--- config.mk ---
export PLATFORM = sky130hd
export DESIGN_NAME = multicycle_ctrl
export DESIGN_NICKNAME = d
export VERILOG_FILES = /design/src/rtl/multicycle_ctrl.sv
export SDC_FILE = /design/constraint.sdc
export NUM_CORES = 1
export LEC_CHECK = 0
export ABC_CLOCK_PERIOD_IN_PS = 1900
export CAP_MARGIN = 30
export CORE_ASPECT_RATIO = 0.8
export CORE_MARGIN = 8
export CORE_UTILIZATION = 41
export CTS_BUF_LIST = sky130_fd_sc_hd__clkbuf_4
export DETAILED_ROUTE_END_ITERATION = 8
export HOLD_SLACK_MARGIN = 0.15
export PLACE_DENSITY = 0.89
export SYNTH_ARGS = -nofsm -noshare
export SYNTH_HDL_FRONTEND = slang
export SYNTH_SLANG_ARGS = --single-unit
--- constraint.sdc ---
create_clock -name clk -period 1.9 [get_ports clk]
set_input_delay 0.57 -clock clk [delete_from_list [all_inputs] [get_ports clk]]
set_output_delay 0.57 -clock clk [all_outputs]
set_load 0.02 [all_outputs]
--- src/rtl/multicycle_ctrl.sv ---
// Main control FSM for the multi-cycle RV32I core: sequences FETCH/DECODE/EXECUTE/MEM/WB
// over the shared datapath and owns the single memory port handshake with a wait timeout.
module multicycle_ctrl #(
  parameter int unsigned TMO_W   = 4,
  parameter int unsigned TMO_MAX = 15
) (
  input  logic       clk,
  input  logic       rst_n,
  input  logic [6:0] opcode,
  input  logic       br_cond,
  input  logic       mem_ready,
  output logic       mem_req,
  output logic       mem_we,
  output logic       iord,
  output logic       ir_we,
  output logic       pc_we,
  output logic [1:0] pc_src,
  output logic       alu_src_a,
  output logic [1:0] alu_src_b,
  output logic [1:0] aluop,
  output logic       reg_we,
  output logic [1:0] wb_sel,
  output logic       illegal,
  output logic       bus_err
);

  localparam logic [6:0] OP_R      = 7'b0110011;
  localparam logic [6:0] OP_I      = 7'b0010011;
  localparam logic [6:0] OP_LOAD   = 7'b0000011;
  localparam logic [6:0] OP_STORE  = 7'b0100011;
  localparam logic [6:0] OP_BRANCH = 7'b1100011;
  localparam logic [6:0] OP_JAL    = 7'b1101111;

  localparam logic [1:0] PC_PLUS4 = 2'd0;
  localparam logic [1:0] PC_ALU   = 2'd1;
  localparam logic [1:0] PC_TRAP  = 2'd2;

  localparam logic [1:0] ALU_ADD  = 2'b00;
  localparam logic [1:0] ALU_SUB  = 2'b01;
  localparam logic [1:0] ALU_RTYP = 2'b10;
  localparam logic [1:0] ALU_ITYP = 2'b11;

  typedef enum logic [3:0] {
    S_FETCH, S_DECODE, S_EXEC_R, S_EXEC_I, S_ALU_WB, S_MEM_ADDR,
    S_MEM_RD, S_MEM_WR, S_LD_WB, S_BRANCH, S_JAL, S_TRAP
  } state_t;

  state_t             state, state_next;
  logic [TMO_W-1:0]   cnt, cnt_next;
  logic               in_mem;
  logic               tmo;
  logic               req_raw;
  logic               we_raw;

  // State and wait-counter registers
  always_ff @(posedge clk or negedge rst_n) begin
    if (!rst_n) begin
      state <= S_FETCH;
      cnt   <= '0;
    end else begin
      state <= state_next;
      cnt   <= cnt_next;
    end
  end

  assign in_mem = (state == S_FETCH) || (state == S_MEM_RD) || (state == S_MEM_WR);
  assign tmo    = in_mem && !mem_ready && (cnt == TMO_W'(TMO_MAX));

  // Next state and datapath controls
  always_comb begin
    state_next = state;
    req_raw    = 1'b0;
    we_raw     = 1'b0;
    iord       = 1'b0;
    ir_we      = 1'b0;
    pc_we      = 1'b0;
    pc_src     = PC_PLUS4;
    alu_src_a  = 1'b0;
    alu_src_b  = 2'd0;
    aluop      = ALU_ADD;
    reg_we     = 1'b0;
    wb_sel     = 2'd0;
    illegal    = 1'b0;
    bus_err    = 1'b0;

    unique case (state)
      S_FETCH: begin
        req_raw = 1'b1;
        if (mem_ready) begin
          ir_we      = 1'b1;
          pc_we      = 1'b1;
          state_next = S_DECODE;
        end
      end
      S_DECODE: begin
        alu_src_b = 2'd1;
        unique case (opcode)
          OP_R:               state_next = S_EXEC_R;
          OP_I:               state_next = S_EXEC_I;
          OP_LOAD, OP_STORE:  state_next = S_MEM_ADDR;
          OP_BRANCH:          state_next = S_BRANCH;
          OP_JAL:             state_next = S_JAL;
          default:            state_next = S_TRAP;
        endcase
      end
      S_EXEC_R: begin
        alu_src_a  = 1'b1;
        aluop      = ALU_RTYP;
        state_next = S_ALU_WB;
      end
      S_EXEC_I: begin
        alu_src_a  = 1'b1;
        alu_src_b  = 2'd1;
        aluop      = ALU_ITYP;
        state_next = S_ALU_WB;
      end
      S_ALU_WB: begin
        reg_we     = 1'b1;
        state_next = S_FETCH;
      end
      S_MEM_ADDR: begin
        alu_src_a  = 1'b1;
        alu_src_b  = 2'd1;
        state_next = (opcode == OP_LOAD) ? S_MEM_RD : S_MEM_WR;
      end
      S_MEM_RD: begin
        req_raw = 1'b1;
        iord    = 1'b1;
        if (mem_ready) state_next = S_LD_WB;
      end
      S_MEM_WR: begin
        req_raw = 1'b1;
        we_raw  = 1'b1;
        iord    = 1'b1;
        if (mem_ready) state_next = S_FETCH;
      end
      S_LD_WB: begin
        reg_we     = 1'b1;
        wb_sel     = 2'd1;
        state_next = S_FETCH;
      end
      S_BRANCH: begin
        alu_src_a  = 1'b1;
        aluop      = ALU_SUB;
        pc_src     = PC_ALU;
        pc_we      = br_cond;
        state_next = S_FETCH;
      end
      S_JAL: begin
        pc_we      = 1'b1;
        pc_src     = PC_ALU;
        reg_we     = 1'b1;
        wb_sel     = 2'd2;
        state_next = S_FETCH;
      end
      S_TRAP: begin
        illegal    = 1'b1;
        pc_we      = 1'b1;
        pc_src     = PC_TRAP;
        state_next = S_FETCH;
      end
      default: state_next = S_FETCH;
    endcase

    // Wait timeout overrides the access: vector to trap handler, refetch
    if (tmo) begin
      bus_err    = 1'b1;
      pc_we      = 1'b1;
      pc_src     = PC_TRAP;
      ir_we      = 1'b0;
      reg_we     = 1'b0;
      state_next = S_FETCH;
    end
  end

  // Counter restarts on any state change, completion or timeout; counts only while waiting
  always_comb begin
    cnt_next = cnt;
    if ((in_mem && mem_ready) || tmo || (state_next != state)) cnt_next = '0;
    else if (req_raw)                                         cnt_next = cnt + TMO_W'(1);
  end

  // Reset kills an in-flight request immediately, without waiting for a clock edge
  assign mem_req = req_raw & rst_n;
  assign mem_we  = we_raw & rst_n;

endmodule

==> metrics.txt, run 1 <==
# TYPE chip_impl_metric gauge
chip_impl_metric{name="start_util",unit="%"} 42.6
chip_impl_metric{name="hold_buffers",unit=""} 0
chip_impl_info{name="cts_root_buf",value="clkbuf_4"} 1
chip_impl_metric{name="grt_start_max_net_pins",unit=""} 10
chip_impl_metric{name="yosysWarningCount",unit=""} 0
chip_impl_metric{name="syn-num-nets",unit=""} 112
chip_impl_metric{name="synth_edf_count",unit=""} 0
chip_impl_info{name="worstEpCategory",value="register input"} 1
chip_impl_metric{name="netlist_instances",unit=""} 100
chip_impl_metric{name="syn_area",unit="um2"} 783
chip_impl_info{name="grt_worst_setup_endpoint",value="cnt[3]$_DFFE_PN0P_/D"} 1
chip_impl_metric{name="rows",unit=""} 14
chip_impl_metric{name="cts_htree_levels",unit=""} 1
chip_impl_metric{name="ys_seq_area_share",unit="%"} 25.6
chip_impl_metric{name="dp_worst_setup_slack",unit="ns"} -0.773
chip_impl_metric{name="ioPinCount",unit=""} 28
chip_impl_metric{name="dp.final_hpwl",unit="mm"} 2.27
chip_impl_metric{name="io_buffers",unit=""} 26
chip_impl_metric{name="synth.ff_latch_count",unit=""} 8
chip_impl_info{name="haltStage",value="global routing (5_1_grt)"} 1
chip_impl_info{name="run_status",value="stopped before the end"} 1
chip_impl_metric{name="buffer_depth_of_the_longest_clock_path",unit=""} 2
chip_impl_info{name="first-error",value="[ERROR DPL-0038] Utilization greater than 100%, impossible to legalize"} 1
chip_impl_info{name="main_synth_ff_type",value="dfrtp_1"} 1
chip_impl_metric{name="synthArstFlopShare",unit="%"} 100
chip_impl_metric{name="die_height",unit="um"} 55.1
chip_impl_metric{name="dieWidth",unit="um"} 64.9
chip_impl_metric{name="syn_avg_cell_area",unit="um2"} 7.83
chip_impl_metric{name="cts.sink_count",unit=""} 8
chip_impl_metric{name="unique_cell_type_count_in_the_yosys_netlist",unit=""} 41
chip_impl_metric{name="placedInstanceArea",unit="um2"} 1350
chip_impl_metric{name="finalWeightedCongestion",unit=""} 0.889
chip_impl_metric{name="numCtsBuffers",unit=""} 3
-- synthesized netlist by cell type, types with 2 or more instances --
cell type | n | area share, %
a21o_1 | 2 | 1.9
a21oi_1 | 6 | 3.8
a31oi_1 | 3 | 2.4
and3b_1 | 2 | 2.2
clkbuf_1 | 3 | 1.4
dfrtp_1 | 8 | 26
inv_1 | 4 | 1.9
mux2i_1 | 2 | 2.6
nand2_1 | 7 | 3.4
nand2b_1 | 6 | 4.8
nand4_1 | 2 | 1.6
nand4b_1 | 2 | 2.2
nor2_1 | 10 | 4.8
nor3_1 | 5 | 3.2
nor3b_1 | 2 | 1.9
nor4_1 | 5 | 4.0
o21ai_0 | 2 | 1.3
o22ai_1 | 2 | 1.6
o311ai_1 | 2 | 2.2
or2_2 | 2 | 1.6
xnor2_1 | 2 | 2.2
xor2_1 | 2 | 2.2
-- metrics by stage --
stage	hold WS (ns)	util, %	cells
2_1_floorplan	0.274	-	100
3_3_place_gp	0.635	73.4	183
3_5_place_dp	0.642	73.4	183
4_1_cts	0.408	84.3	197
-- cell families after synthesis --
logic type	synth area share [%]
other	0.479
adders and majority gates	1.60
xor gates and xnor gates	4.47
AOI/OAI and AO/OA	21.7
and+or+nand+nor	38.7
buffers and inverters	4.95
DFF	25.6
muxes	2.56
-- timing repair --
item                                    4_1_cts
gates resized for setup                     118
setup buffers                                12
pin swaps                                     9
endpoints found under the setup margin       23
gates cloned                                  0
==> run 2: changes to the inputs <==
==> config.mk (replaced) <==
export PLATFORM = sky130hd
export DESIGN_NAME = multicycle_ctrl
export DESIGN_NICKNAME = d
export VERILOG_FILES = /design/src/rtl/multicycle_ctrl.sv
export SDC_FILE = /design/constraint.sdc
export NUM_CORES = 1
export LEC_CHECK = 0
export ABC_CLOCK_PERIOD_IN_PS = 2470
export CAP_MARGIN = 30
export CORE_AREA = 8 8 69 71
export DETAILED_ROUTE_END_ITERATION = 8
export DIE_AREA = 0 0 77 79
export PLACE_DENSITY_LB_ADDON = 0.15
export SYNTH_ARGS = -nofsm -noshare
export SYNTH_HDL_FRONTEND = slang
export SYNTH_SLANG_ARGS = --single-unit
==> constraint.sdc (replaced) <==
create_clock -name clk -period 2.47 [get_ports clk]
set_input_delay 0.741 -clock clk [delete_from_list [all_inputs] [get_ports clk]]
set_output_delay 0.741 -clock clk [all_outputs]
set_load 0.02 [all_outputs]
==> metrics.txt, run 2 <==
# TYPE chip_impl_metric gauge
chip_impl_info{name="run_status",value="complete, no violations"} 1
chip_impl_info{name="top_layer_used",value="met4"} 1
chip_impl_metric{name="clk-insertion-delay-late",unit="ns"} 0.22
chip_impl_metric{name="num_vias",unit=""} 933
chip_impl_metric{name="setup_viol",unit=""} 0
chip_impl_metric{name="synth.ff_latch_count",unit=""} 8
chip_impl_info{name="worst_hold_path_type",value="reg -> reg"} 1
chip_impl_metric{name="grt-ovfl-total",unit=""} 0
chip_impl_metric{name="dpl.cell_count",unit=""} 199
chip_impl_metric{name="clock_power_share",unit="%"} 12.5
chip_impl_info{name="worst-setup-path-type",value="in -> out"} 1
chip_impl_metric{name="cts.sink_count",unit=""} 8
chip_impl_metric{name="antenna-diode-count",unit=""} 0
chip_impl_metric{name="drt_iter0_drc",unit=""} 21
chip_impl_metric{name="met1_length",unit="mm"} 1.15
chip_impl_metric{name="worstPathRequired",unit="ns"} 1.73
chip_impl_metric{name="grt_start_max_net_pins",unit=""} 13
chip_impl_metric{name="fmax",unit="GHz"} 0.410
chip_impl_metric{name="fraction_of_power_consumed_by_combinational_cells",unit="%"} 70.4
chip_impl_metric{name="syn-num-nets",unit=""} 112
chip_impl_metric{name="numCtsBuffers",unit=""} 3
chip_impl_metric{name="finalWeightedCongestion",unit=""} 0.817
chip_impl_metric{name="dr_wl_met3",unit="um"} 112
chip_impl_info{name="critical_path.reg2reg.endpoint",value="cnt[0]$_DFFE_PN0P_"} 1
chip_impl_metric{name="cts_setup_buffers",unit=""} 0
chip_impl_metric{name="slowest_delay",unit="ns"} 0.48
chip_impl_metric{name="regToRegSetupSlack",unit="ns"} 0.28
chip_impl_info{name="rsz_0062_raised_after_global_routing",value="no"} 1
chip_impl_metric{name="layoutNonFillerInstCount",unit=""} 202
chip_impl_metric{name="drt-vias-per-instance",unit=""} 4.62
chip_impl_metric{name="finalHoldWorstSlack",unit="ns"} 0.595
chip_impl_metric{name="reg2reg_depth",unit=""} 7
chip_impl_metric{name="post-route-period-util",unit="%"} 98.7
chip_impl_metric{name="whs_path_depth",unit=""} 2
chip_impl_metric{name="timing.critical_path.fanout_max",unit=""} 2
chip_impl_metric{name="synth_edf_count",unit=""} 0
chip_impl_metric{name="power.internal",unit="uW"} 685
chip_impl_metric{name="arrival",unit="ns"} 1.70
chip_impl_metric{name="p_per_area",unit="nW/um2"} 852
chip_impl_metric{name="synthArstFlopShare",unit="%"} 100
chip_impl_info{name="synth_top_cell_by_area",value="dfrtp_1"} 1
chip_impl_info{name="synth_commonest_cells",value="10 x nor2_1, 8 x dfrtp_1, 7 x nand2_1"} 1
chip_impl_info{name="hold_start",value="cnt[0]$_DFFE_PN0P_"} 1
chip_impl_metric{name="die_height",unit="um"} 79
chip_impl_info{name="largestRegisters",value="cnt: 4 flops, state: 4 flops"} 1
chip_impl_info{name="holdPathEnd",value="cnt[0]$_DFFE_PN0P_"} 1
chip_impl_metric{name="antenna_found_initial",unit=""} 0
chip_impl_metric{name="unique_cell_type_count_in_the_yosys_netlist",unit=""} 41
chip_impl_metric{name="synth.top_cell.area_share",unit="%"} 25.6
chip_impl_metric{name="start_util",unit="%"} 20.6
chip_impl_metric{name="path_clk_slew",unit="ns"} 0.04
chip_impl_metric{name="drv_cap",unit=""} 0
chip_impl_metric{name="nets",unit=""} 166
chip_impl_metric{name="rows",unit=""} 23
chip_impl_metric{name="switching_power",unit="uW"} 499
chip_impl_metric{name="ys_seq_area_share",unit="%"} 25.6
chip_impl_metric{name="io_buffers",unit=""} 26
chip_impl_metric{name="period_needed",unit="ns"} 2.44
chip_impl_metric{name="syn_avg_cell_area",unit="um2"} 7.83
chip_impl_metric{name="drt_pre_antenna_iters",unit=""} 4
chip_impl_metric{name="power.switching_fraction",unit="%"} 42.2
chip_impl_metric{name="die_area",unit="um2"} 6080
chip_impl_metric{name="yosysWarningCount",unit=""} 0
chip_impl_metric{name="fin_worst_skew",unit="ns"} 0.00180
chip_impl_metric{name="cellLeakagePower",unit="uW"} 0.000691
chip_impl_metric{name="cts_htree_levels",unit=""} 1
chip_impl_metric{name="routedWlPerCell",unit="um"} 12.4
chip_impl_metric{name="area_delta_synth_final",unit="%"} 77.5
chip_impl_metric{name="n_fill_cell",unit=""} 416
chip_impl_info{name="most_frequent_cells_in_the_layout",value="29 x buf_4, 10 x nor2_1, 9 x clkdlybuf4s50_1"} 1
chip_impl_metric{name="hold_buffers",unit=""} 0
chip_impl_metric{name="route.detailed.drc",unit=""} 0
chip_impl_metric{name="netlist_instances",unit=""} 100
chip_impl_metric{name="routed-wl-met2",unit="mm"} 1.23
chip_impl_metric{name="syn_area",unit="um2"} 783
chip_impl_metric{name="final-hold-violation-count",unit=""} 0
chip_impl_metric{name="ioPinCount",unit=""} 28
chip_impl_metric{name="drive_above_1_share",unit="%"} 30.9
chip_impl_metric{name="core_area",unit="um2"} 3800
chip_impl_info{name="crit_path_start_kind",value="input pin"} 1
chip_impl_metric{name="first_pass_grt_wire_length",unit="mm"} 4.27
chip_impl_metric{name="pwr-share-seq",unit="%"} 17.1
chip_impl_metric{name="dp.final_hpwl",unit="mm"} 2.12
chip_impl_info{name="timing.critical_path.cells",value="clkdlybuf4s50_1, inv_1, nor2_1, clkdlybuf4s15_2"} 1
chip_impl_info{name="main_synth_ff_type",value="dfrtp_1"} 1
chip_impl_info{name="netlist_top_cells_area",value="dfrtp_1 26%, nand2b_1 4.8%, nor2_1 4.8%, nor4_1 4.0%, a21oi_1 3.8%"} 1
chip_impl_info{name="most_frequent_standard_cell_in_the_layout_excluding_fill_and_tap_cells",value="buf_4"} 1
chip_impl_info{name="clock_tree_from_tritoncts",value="done"} 1
chip_impl_info{name="critPathSlowestCell",value="clkdlybuf4s50_1"} 1
chip_impl_metric{name="number_of_global_route_vias_before_repair",unit=""} 968
chip_impl_metric{name="slew_viol_final",unit=""} 0
chip_impl_metric{name="drt-total-wl",unit="mm"} 2.51
chip_impl_metric{name="antenna_violating_nets_post_route",unit=""} 0
chip_impl_info{name="worst_setup_path_end_kind",value="output pin"} 1
chip_impl_metric{name="buffer_depth_of_the_longest_clock_path",unit=""} 2
chip_impl_info{name="cts_root_buf",value="clkbuf_8"} 1
chip_impl_metric{name="irDropWorstVdd",unit="V"} 0.000299
chip_impl_info{name="critPathLaunch",value="rst_n"} 1
chip_impl_metric{name="dieWidth",unit="um"} 77
chip_impl_metric{name="grt_util_all_layers",unit="%"} 8.14
chip_impl_info{name="worstReg2RegStart",value="state[2]$_DFF_PN0_"} 1
chip_impl_info{name="yosysMostFrequentCell",value="nor2_1"} 1
run 2: cell counts after synthesis:
No cell type changed its count.
run 2: worst max path at each step:
| stage | endpoint | slack, ns | cells after the start |
|---|---|---|---|
| after floorplan | pc_we | 0.16 | 5 |
| after global placement | pc_we | -0.50 | 4 |
| after detailed placement | pc_we | -0.55 | 4 |
| after CTS | wb_sel[1] | 0.01 | 3 |
| after global routing | mem_req | 0.004 | 4 |
| final | mem_req | 0.03 | 4 |
run 2: per-stage QoR:
| step | power (uW) | setup slack, ns | TNS, ns | area [um2] | utilization [%] |
|---|---|---|---|---|---|
| final | 1180 | 0.0318 | 0 | 1390 | 36.6 |
| after global routing | 1280 | 0.00370 | 0 | 1390 | 36.6 |
| after CTS | 1190 | 0.0145 | 0 | 1350 | 35.4 |
| after detailed placement | 1050 | -0.547 | -3.82 | 1310 | 34.4 |
| after global placement | 1050 | -0.505 | -3.69 | 1310 | 34.4 |
| after floorplan | 634 | 0.165 | 0 | 783 | - |
run 2: cell type report:
type | instances | area, um2 | area share, %
sequential | 8 | 203 | 14.6
timing repair buffer | 54 | 485 | 34.9
multi-input combinational | 83 | 583 | 41.9
clock buffer | 3 | 41.3 | 2.97
tap | 50 | 62.6 | 4.50
inverter | 4 | 15.0 | 1.08
run 2: worst max-delay path: cells and delay by family:
kind          cells  cell delay (ns)
simple gates      1             0.11
buf+inv           3             0.85
run 2: power by group through the flow:
stage | clock network [uW] | logic [uW] | registers (uW)
after floorplan | 0 | 449 | 185
after global placement | 0 | 842 | 203
after detailed placement | 0 | 846 | 202
after CTS | 152 | 836 | 202
after global routing | 161 | 910 | 207
final | 148 | 834 | 202
run 2: logic make-up after synthesis:
| group | after synthesis | synth area share, % |
|---|---|---|
| simple gates | 50 | 38.7 |
| fa+ha+maj | 1 | 1.60 |
| other cells | 1 | 0.479 |
| compound gates | 25 | 21.7 |
| mux | 2 | 2.56 |
| buf+inv | 9 | 4.95 |
| flops | 8 | 25.6 |
| xor+xnor | 4 | 4.47 |
run 2: routing by layer:
layer	vias to the layer above	global-route usage [%]
met5	-	0
met4	0	2.26
met3	2	2.14
met2	16	14.6
met1	431	9.31
li1	484	-
run 2: repair_timing:
item                                    in CTS  in global routing
pin swaps                                    2                  3
endpoints found under the setup margin      18                 10
gates resized for setup                     33                 10
Power figures use the tool's default switching activity.
==> run 3: changes to the inputs <==
--- a/config.mk
+++ b/config.mk
@@ -10,6 +10,7 @@
 export CORE_AREA = 8 8 69 71
 export DETAILED_ROUTE_END_ITERATION = 8
 export DIE_AREA = 0 0 77 79
+export GPL_ROUTABILITY_DRIVEN = 0
 export PLACE_DENSITY_LB_ADDON = 0.15
 export SYNTH_ARGS = -nofsm -noshare
 export SYNTH_HDL_FRONTEND = slang
==> results of run 3 <==
Same layout as run 2: the final DEF is identical, and so are final timing and power.
==> run 4: changes to the inputs <==
--- a/config.mk
+++ b/config.mk
@@ -8,10 +8,13 @@
 export ABC_CLOCK_PERIOD_IN_PS = 2470
 export CAP_MARGIN = 30
 export CORE_AREA = 8 8 69 71
+export CTS_CLUSTER_SIZE = 16
 export DETAILED_ROUTE_END_ITERATION = 8
 export DIE_AREA = 0 0 77 79
 export GPL_ROUTABILITY_DRIVEN = 0
 export PLACE_DENSITY_LB_ADDON = 0.15
+export RECOVER_POWER = 50
+export SETUP_SLACK_MARGIN = 0.15
 export SYNTH_ARGS = -nofsm -noshare
 export SYNTH_HDL_FRONTEND = slang
 export SYNTH_SLANG_ARGS = --single-unit
==> metrics.txt, run 4 (synthesis gave the netlist of run 2 again) <==
# TYPE chip_impl_metric gauge
chip_impl_info{name="run_status",value="complete, no violations"} 1
chip_impl_metric{name="grt_util_all_layers",unit="%"} 8.64
chip_impl_metric{name="routedWlPerCell",unit="um"} 12.9
chip_impl_metric{name="num_vias",unit=""} 988
chip_impl_metric{name="finish.utilization",unit="%"} 39.4
chip_impl_metric{name="die_area",unit="um2"} 6080
chip_impl_metric{name="io_buffers",unit=""} 26
chip_impl_metric{name="number_of_global_route_vias_before_repair",unit=""} 1000
chip_impl_metric{name="fin_worst_skew",unit="ns"} 0.00251
chip_impl_metric{name="cellLeakagePower",unit="uW"} 0.000696
chip_impl_info{name="worst-setup-path-type",value="reg -> reg"} 1
chip_impl_metric{name="drt_pre_antenna_iters",unit=""} 4
chip_impl_metric{name="final-hold-violation-count",unit=""} 0
chip_impl_info{name="critPathSlowestCell",value="or4b_4"} 1
chip_impl_metric{name="grt_start_max_net_pins",unit=""} 10
chip_impl_info{name="worst_setup_path_end_kind",value="flip-flop"} 1
chip_impl_metric{name="regToRegSetupSlack",unit="ns"} 0.14
chip_impl_metric{name="start_util",unit="%"} 20.6
chip_impl_metric{name="dp.final_hpwl",unit="mm"} 2.12
chip_impl_metric{name="reg2reg_depth",unit=""} 7
chip_impl_metric{name="dp_worst_setup_slack",unit="ns"} -0.547
chip_impl_metric{name="core_area",unit="um2"} 3800
chip_impl_info{name="worst_hold_path_type",value="reg -> reg"} 1
chip_impl_info{name="cts_root_buf",value="clkbuf_8"} 1
chip_impl_metric{name="p_per_area",unit="nW/um2"} 871
chip_impl_metric{name="buffer_depth_of_the_longest_clock_path",unit=""} 2
chip_impl_metric{name="area_of_the_multi_input_gates",unit="um2"} 647
chip_impl_metric{name="dieWidth",unit="um"} 77
chip_impl_metric{name="area_delta_synth_final",unit="%"} 91.1
chip_impl_metric{name="drt-total-wl",unit="mm"} 2.72
chip_impl_metric{name="drv_cap",unit=""} 0
chip_impl_metric{name="path_clk_slew",unit="ns"} 0.04
chip_impl_info{name="hold_start",value="cnt[0]$_DFFE_PN0P_"} 1
chip_impl_metric{name="nets",unit=""} 175
chip_impl_metric{name="timing.final.ws_setup",unit="ns"} 0.137
chip_impl_metric{name="cts.sink_count",unit=""} 8
chip_impl_info{name="holdPathEnd",value="cnt[0]$_DFFE_PN0P_"} 1
chip_impl_info{name="most_frequent_cells_in_the_layout",value="32 x buf_4, 10 x nor2_1, 8 x dlygate4sd2_1"} 1
chip_impl_metric{name="arrival",unit="ns"} 2.45
chip_impl_metric{name="numCtsBuffers",unit=""} 3
chip_impl_metric{name="ioPinCount",unit=""} 28
chip_impl_info{name="rsz_0062_raised_after_global_routing",value="yes"} 1
chip_impl_metric{name="slowest_delay",unit="ns"} 0.55
chip_impl_metric{name="clk-insertion-delay-late",unit="ns"} 0.22
chip_impl_metric{name="drt_iter0_drc",unit=""} 14
chip_impl_metric{name="cts_htree_levels",unit=""} 1
chip_impl_info{name="path_common_cell",value="buf_6"} 1
chip_impl_info{name="clock_tree_from_tritoncts",value="done"} 1
chip_impl_metric{name="irDropWorstVdd",unit="V"} 0.000346
chip_impl_metric{name="finalHoldWorstSlack",unit="ns"} 0.643
chip_impl_metric{name="whs_path_depth",unit=""} 2
chip_impl_info{name="crit_path_start_kind",value="flip-flop"} 1
chip_impl_metric{name="antenna_found_initial",unit=""} 0
chip_impl_info{name="largestRegisters",value="cnt: 4 flops, state: 4 flops"} 1
chip_impl_metric{name="timing.critical_path.fanout_max",unit=""} 5
chip_impl_metric{name="n_fill_cell",unit=""} 413
chip_impl_metric{name="route.detailed.drc",unit=""} 0
chip_impl_metric{name="layoutNonFillerInstCount",unit=""} 211
chip_impl_metric{name="dpl.cell_count",unit=""} 199
chip_impl_metric{name="hold_buffers",unit=""} 0
chip_impl_metric{name="rows",unit=""} 23
chip_impl_info{name="worstReg2RegStart",value="state[2]$_DFF_PN0_"} 1
chip_impl_info{name="cp_top_family",value="simple AND/OR/NAND/NOR gates"} 1
chip_impl_metric{name="post-route-period-util",unit="%"} 94.4
chip_impl_metric{name="antenna_violating_nets_post_route",unit=""} 0
chip_impl_metric{name="antenna-diode-count",unit=""} 0
chip_impl_metric{name="setup_viol",unit=""} 0
chip_impl_info{name="critical_path.reg2reg.endpoint",value="cnt[0]$_DFFE_PN0P_"} 1
chip_impl_metric{name="die_height",unit="um"} 79
chip_impl_info{name="timing.critical_path.cells",value="buf_6, buf_6, or4b_4, nor4_4, o311ai_2, a21o_1, nor4_2"} 1
chip_impl_metric{name="area.sequential",unit="um2"} 203
chip_impl_metric{name="first_pass_grt_wire_length",unit="mm"} 4.49
chip_impl_metric{name="critical_path.n_buffers_inverters",unit=""} 2
chip_impl_info{name="most_frequent_standard_cell_in_the_layout_excluding_fill_and_tap_cells",value="buf_4"} 1
chip_impl_metric{name="drt-vias-per-instance",unit=""} 4.68
chip_impl_metric{name="slew_viol_final",unit=""} 0
chip_impl_metric{name="fmax",unit="GHz"} 0.429
chip_impl_metric{name="grt-ovfl-total",unit=""} 0
chip_impl_metric{name="worstPathRequired",unit="ns"} 2.59
chip_impl_metric{name="drive_above_1_share",unit="%"} 41.6
chip_impl_metric{name="period_needed",unit="ns"} 2.33
[run 4: changes by cell type in the layout (fill, tap and decap cells not counted), moves of 2 or more]
cell / change
dlymetal6s2s_1: -2
a31oi_2: +2
clkbuf_2: +3
clkdlybuf4s50_1: -5
nor4_2: +4
clkbuf_1: +4
o311ai_1: -2
clkdlybuf4s15_1: +2
clkdlybuf4s15_2: -2
a31oi_1: -2
o311ai_2: +2
nor4_1: -4
buf_6: +3
buf_4: +3
[run 4: how the worst max path moves through the flow]
| stage | startpoint | endpoint | slack [ns] | depth (start not counted) |
|---|---|---|---|---|
| CTS | mem_ready | pc_we | 0.11 | 4 |
| floorplan | state[1]$_DFF_PN0_ | pc_we | 0.16 | 5 |
| finish | state[2]$_DFF_PN0_ | cnt[0]$_DFFE_PN0P_ | 0.14 | 7 |
| detailed placement | mem_ready | pc_we | -0.55 | 4 |
| global route | state[2]$_DFF_PN0_ | cnt[0]$_DFFE_PN0P_ | 0.03 | 7 |
| global placement | mem_ready | pc_we | -0.50 | 4 |
[run 4: tightest hold or removal path, delay by kind of cell, from the launching register on]
family / cells / cell delay [ns]
and+or+nand+nor: 1 / 0.05
xor gates and xnor gates: 1 / 0.17
DFF: 1 / 0.37
[run 4: repair_timing]
item | in CTS | in global routing
endpoints found under the setup margin | 20 | 11
resized for setup | 55 | 20
pin swaps | 3 | 4
buffers inserted | 3 | 6
[run 4: report_power, final]
part,leakage [uW],switching (uW),internal (uW),total (uW)
Sequential,0.000106,39.7,159,199
Combinational,0.000569,475,481,956
Clock,0.0000216,43.2,105,148
[run 4: per-layer routing]
metal | vias to the layer above | GRT usage, % | part of all wire (%)
met5 | - | 0 | 0
met4 | 0 | 2.26 | 0.37
met3 | 2 | 2.03 | 4.4
met2 | 18 | 15.8 | 51
met1 | 469 | 9.85 | 44
li1 | 499 | - | -
[run 4: through the flow]
step                      total power [uW]  TNS (ns)  area (um2)
after floorplan                        634         0         783
after global placement                1050     -3.69        1310
after detailed placement              1050     -3.82        1310
after CTS                             1230         0        1410
final                                 1300         0        1500
after global routing                  1400         0        1500
[run 4: cell type report]
| cell class | count | share of cell area, % |
|---|---|---|
| clock buffers | 3 | 2.76 |
| inverters | 4 | 1.00 |
| flip-flops and latches | 8 | 13.5 |
| repair buffers | 63 | 35.3 |
| well taps | 50 | 4.18 |
| multi-input cells | 83 | 43.2 |
